<file path="src/rtl/proteus_unpacker.sv">
// proteus_unpacker: unpacks P-bit values (P = 1..16) from a stream of packed WIDTH-bit words through an external rotating barrel shifter.
// Ports:
//    clk, rst                    clock, synchronous active-high reset
//    start, prec                 flush the buffer and latch the precision (0 or >OUT_W means OUT_W)
//    in_valid/in_ready/in_data   packed word input, LSB-first stream
//    rot_word/rot_shift/rot_in   to and from the shifter (rot_in is a combinational return)
//    out_valid/out_ready/out_data  one extracted value per handshake
//    busy                        buffer holds words or a value is pending
// Optional feature: with PROTEUS_UNPACK_SIGNED_EN defined, values are sign-extended from bit P-1;
// otherwise they are zero-extended.
module proteus_unpacker #(
   parameter int CTRL  = 5,
   parameter int WIDTH = 2**CTRL,
   parameter int OUT_W = 16
) (
   input  logic             clk,
   input  logic             rst,
   input  logic             start,
   input  logic [4:0]       prec,
   input  logic             in_valid,
   output logic             in_ready,
   input  logic [WIDTH-1:0] in_data,
   output logic [WIDTH-1:0] rot_word,
   output logic [CTRL-1:0]  rot_shift,
   input  logic [WIDTH-1:0] rot_in,
   output logic             out_valid,
   input  logic             out_ready,
   output logic [OUT_W-1:0] out_data,
   output logic             busy
);
   logic [WIDTH-1:0] lo, hi, m;
   logic [1:0]       count;
   logic [CTRL-1:0]  ptr;
   logic [4:0]       p;
   logic [CTRL:0]    sum;
   logic             extract, fire, pop, push;
   logic [OUT_W-1:0] vmask, val;
   assign sum      = {1'b0, ptr} + (CTRL+1)'(p);
   assign extract  = count == 2'd2 || (count == 2'd1 && sum <= (CTRL+1)'(WIDTH));
   assign fire     = extract && (!out_valid || out_ready);
   assign pop      = fire && sum >= (CTRL+1)'(WIDTH);
   assign in_ready = !rst && !start && count != 2'd2;
   assign push     = in_valid && in_ready;
   assign busy     = count != 2'd0 || out_valid;
   // Bits below ptr come from hi so the value straddling lo/hi lands contiguously at bit 0 after rotation.
   assign m         = (WIDTH'(1) << ptr) - WIDTH'(1);
   assign rot_word  = (hi & m) | (lo & ~m);
   assign rot_shift = CTRL'(0) - ptr;
   // With P = OUT_W the shift wraps to zero, so the mask becomes all ones.
   assign vmask = (OUT_W'(1) << p) - OUT_W'(1);
`ifdef PROTEUS_UNPACK_SIGNED_EN
   assign val = (rot_in[OUT_W-1:0] & vmask) | (rot_in[p - 5'd1] ? ~vmask : '0);
`else
   assign val = rot_in[OUT_W-1:0] & vmask;
`endif
   always_ff @(posedge clk) begin
      if (rst) begin
         out_valid <= 1'b0;
         out_data  <= '0;
         count     <= 2'd0;
         ptr       <= '0;
         p         <= 5'(OUT_W);
         lo        <= '0;
         hi        <= '0;
      end else if (start) begin
         out_valid <= 1'b0;
         count     <= 2'd0;
         ptr       <= '0;
         p         <= (prec == 5'd0 || prec > 5'(OUT_W)) ? 5'(OUT_W) : prec;
      end else begin
         if (fire) begin
            out_data  <= val;
            out_valid <= 1'b1;
            ptr       <= sum[CTRL-1:0];
         end else if (out_ready)
            out_valid <= 1'b0;
         if (pop)
            lo <= hi;
         // Target slot is count, or count-1 when a pop shifts the buffer in the same cycle.
         if (push && count == {1'b0, pop})
            lo <= in_data;
         else if (push)
            hi <= in_data;
         count <= count + {1'b0, push} - {1'b0, pop};
      end
   end
endmodule

</file>
<file path="config.mk">
export PLATFORM = sky130hd
export DESIGN_NAME = proteus_unpacker
export DESIGN_NICKNAME = d
export VERILOG_FILES = /design/src/rtl/proteus_unpacker.sv
export SDC_FILE = /design/constraint.sdc
export NUM_CORES = 1
export LEC_CHECK = 0
export ABC_AREA = 1
export CAP_MARGIN = 10
export CORE_UTILIZATION = 52
export DETAILED_ROUTE_END_ITERATION = 10
export PLACE_DENSITY_LB_ADDON = 0.3
export SETUP_SLACK_MARGIN = 0.4
export SLEW_MARGIN = 20
export SYNTH_ARGS = -nofsm -noshare
export SYNTH_HDL_FRONTEND = slang
export SYNTH_SLANG_ARGS = --single-unit
</file>
<file path="constraint.sdc">
create_clock -name clk -period 3.85 [get_ports clk]
set_input_delay 1.155 -clock clk [delete_from_list [all_inputs] [get_ports clk]]
set_output_delay 1.155 -clock clk [all_outputs]
set_load 0.02 [all_outputs]
</file>
==> results.cfg <==
[finish]
fin_util = 0.781
drive_gt1_frac = 0.238
area_growth_pct = 46.5
antenna_cells = 0
design_area_sq_mm = 0.00892
finalNetCount = 1228

[yosys]
synth_edf_count = 0
synth_xor_area_frac = 0.0386
synth_area_sq_mm = 0.00609
synth_top_family_by_area = simple AND/OR/NAND/NOR gates
yosys-top-cells-count = nand2_1, inv_1, nand3_1
syn_nets = 1044
synthSimpleGateAreaFrac = 0.368
synth.area.top_cells = dfxtp_1, nand2_1, nand3_1
synth.most_common_cell = nand2_1
synth_compound_area_frac = 0.137
synthAdderAreaFrac = 0.0362
muxShareOfSynthArea = 0
yosysTopAreaCellShare = 0.306
syn_avg_cell_area_sq_um = 6.39
synth_cell_type_count = 42
ys_seq_area_frac = 0.306
async_reset_ff_frac = 0
ys.flop_type = dfxtp_1
yosysTopAreaCell = dfxtp_1
synthCells = 953
synth_seq_cells = 93
yosys_warnings = 0

[critical_path]
cp_max_fo = 3
reg2reg_slack_ns = 0.53
slowest_stage = dfxtp_2
worst-path-buf-inv = 5
crit_type = reg -> out
worstPathArrival_ns = 2.92
crit_top_cell = nor2_4
crit_required_ns = 2.69
end_kind = primary output
cp_top_family = simple AND/OR/NAND/NOR gates
rr_startpoint = ptr[0]
reg2reg_depth = 18
path_cells = inv_2, ha_4, ha_4, nand2_4, nor2_4, inv_2, buf_6, nand3_4, inv_2, nand2_4, nor2_4, nand2_2, nor2_4, nand2_4, nor2_4, nand2_2, xnor2_2, nand2_1, o21ai_2, buf_6
cp-start-kind = flop
reg2reg_to = lo[31]
max_stage_delay_ns = 0.35

[route]
first_iter_violations = 554
vias_per_cell = 5.49
drt-pass1-iter-count = 8
drcViolationCount = 0
wire_per_inst_um = 15.0
wl_um = 19300
ant_nets = 0
route.vias.total = 7055

[timing]
tightestPinTransition_ns = 0.591
clock.fmax_mhz = 246
slew-limit-headroom = 0.606
grt_setup_unrepaired = yes
fin_crit_ns = 4.07
hold_viol = 0
fin_ws_ns = -0.222
setup_viol = 20
clock_skew_ns = 0.00506
final_max_slew_viol_count = 0
finalCritPeriodShare = 1.06

[global_routing]
grt_first_pass_wirelength_um = 26900
grt_usage = 0.283
grt_pass1_vias = 6035
grt_max_degree = 97
grt-ovfl-total = 0
grt_antenna_before_repair = 0

[hold_path]
hold_path_depth = 2
hp-class = reg -> reg
whs_endpoint = out_data[5]
min-delay-start = out_data[5]

[power]
total_power_mw = 2.39
ir_worst_vdd_uv = 218
leakagePower_nw = 3.97
power.density_mw_per_mm2 = 269

[die]
die_y_um = 110
io_pins = 130
num_rows = 39
die_w_um = 110
start_util = 0.533
dieArea_sq_mm = 0.0121
coreArea_sq_mm = 0.0114

[clock_network]
htree_levels = 3
tritoncts = built
cts.clk_slew.worst_paths_ns = 0.07
clkLatencyLatePin_ns = 0.35
clock_sinks = 93
cts_inserted_buffers = 9
clock_path_buffers = 2
clockRootBuffer = clkbuf_16

[placed_design]
place_area_sq_mm = 0.00789
place_congestion = 0.940
hpwl_um = 11300
portBuffers = 113

[run_status]
status = finished, violations left
violations = negative setup slack

[run]
max_cap_viol_count = 0
-- power breakdown --
| group | leakage, nW | total (mW) | switching [mW] | internal (mW) |
|---|---|---|---|---|
| Sequential | 0.758 | 1.02 | 0.0241 | 0.996 |
| Clock | 0.131 | 0.864 | 0.405 | 0.459 |
| Combinational | 3.08 | 0.510 | 0.270 | 0.240 |
| Total | 3.97 | 2.39 | 0.699 | 1.70 |
-- worst max-delay path by stage --
stage,from,to,slack (ns),cells past startpoint
after floorplan,ptr[0],rot_word[30],0.40,20
after global placement,ptr[0],rot_word[30],-0.21,20
after detailed placement,ptr[0],rot_word[30],-0.28,20
after CTS,ptr[1],rot_word[29],-0.09,19
after global routing,ptr[0],rot_word[31],-0.34,20
final,ptr[0],rot_word[31],-0.22,20
-- routing by layer --
layer | global-route usage | up-vias | wire (um)
li1 | - | 3438 | -
met4 | 0.129 | 0 | 810
met3 | 0.0464 | 71 | 1300
met1 | 0.332 | 3224 | 7570
met2 | 0.505 | 322 | 9630
met5 | 0 | - | 0
-- layout make-up --
| class | count | area [sq um] |
|---|---|---|
| Timing Repair Buffer | 220 | 1990 |
| Multi-Input combinational cell | 686 | 4110 |
| Clock inverter | 6 | 48.8 |
| Clock buffer | 10 | 239 |
| Fill cell | 803 | 2500 |
| Sequential cell | 93 | 1870 |
| Tap cell | 143 | 179 |
| Inverter | 127 | 489 |
-- cells in the final DEF (no fill, tap or decap), types with 7 or more instances in the layout --
cell	netlist	layout
inv_2	7	10
clkbuf_16	0	9
nand3b_1	35	35
nand4_1	9	9
nand2_4	0	7
ha_1	16	9
xnor2_2	1	7
xor2_2	0	7
nor2_4	7	13
nor3_1	7	7
inv_1	118	112
nor2_2	3	7
o21ai_0	44	28
o21ai_2	0	7
nand2_1	205	188
o21ai_1	3	10
nand3_1	104	97
nor2_1	98	88
dfxtp_1	93	90
buf_6	0	30
buf_4	5	100
a21oi_1	96	93
nand3_2	3	7
clkdlybuf4s50_1	0	80
nand2_2	6	16
-- worst min-delay path: cells and delay by family (launching register included) --
kind / cells / cell delay (ns)
AND/OR/NAND/NOR: 1 / 0.06
flip-flops: 1 / 0.31
AO/OA/AOI/OAI: 1 / 0.05
-- flip-flops by register name (all words and copies together) (netlist names) --
signal and count:
ptr 5, count 2, p 5, lo 32, out_valid 1, hi 32
out_data 16
-- metrics by stage --
step / instances / setup WS [ns] / hold slack, ns / TNS [ns]
after floorplan: 953 / 0.401 / 0.474 / 0
after global placement: 1242 / -0.213 / 0.455 / -1.95
after detailed placement: 1242 / -0.284 / 0.458 / -2.96
after CTS: 1264 / -0.0864 / 0.468 / -0.399
after global routing: 1285 / -0.341 / 0.488 / -5.10
final: 1285 / -0.222 / 0.467 / -2.80
-- repair_timing --
action,in CTS,in global routing
hold buffers,0,0
resized for setup,215,95
setup buffers,6,21
setup endpoints to repair,33,108
pin swaps,18,48
-- kinds of logic (layout without fill, tap and decap cells) --
kind of cell	Yosys count	count (layout)
fa+ha+maj	17	17
compound gates	158	158
buf+inv	174	363
simple gates	485	485
flops	93	93
xor+xnor	26	26
No activity file was read; power rests on OpenSTA's default activity.
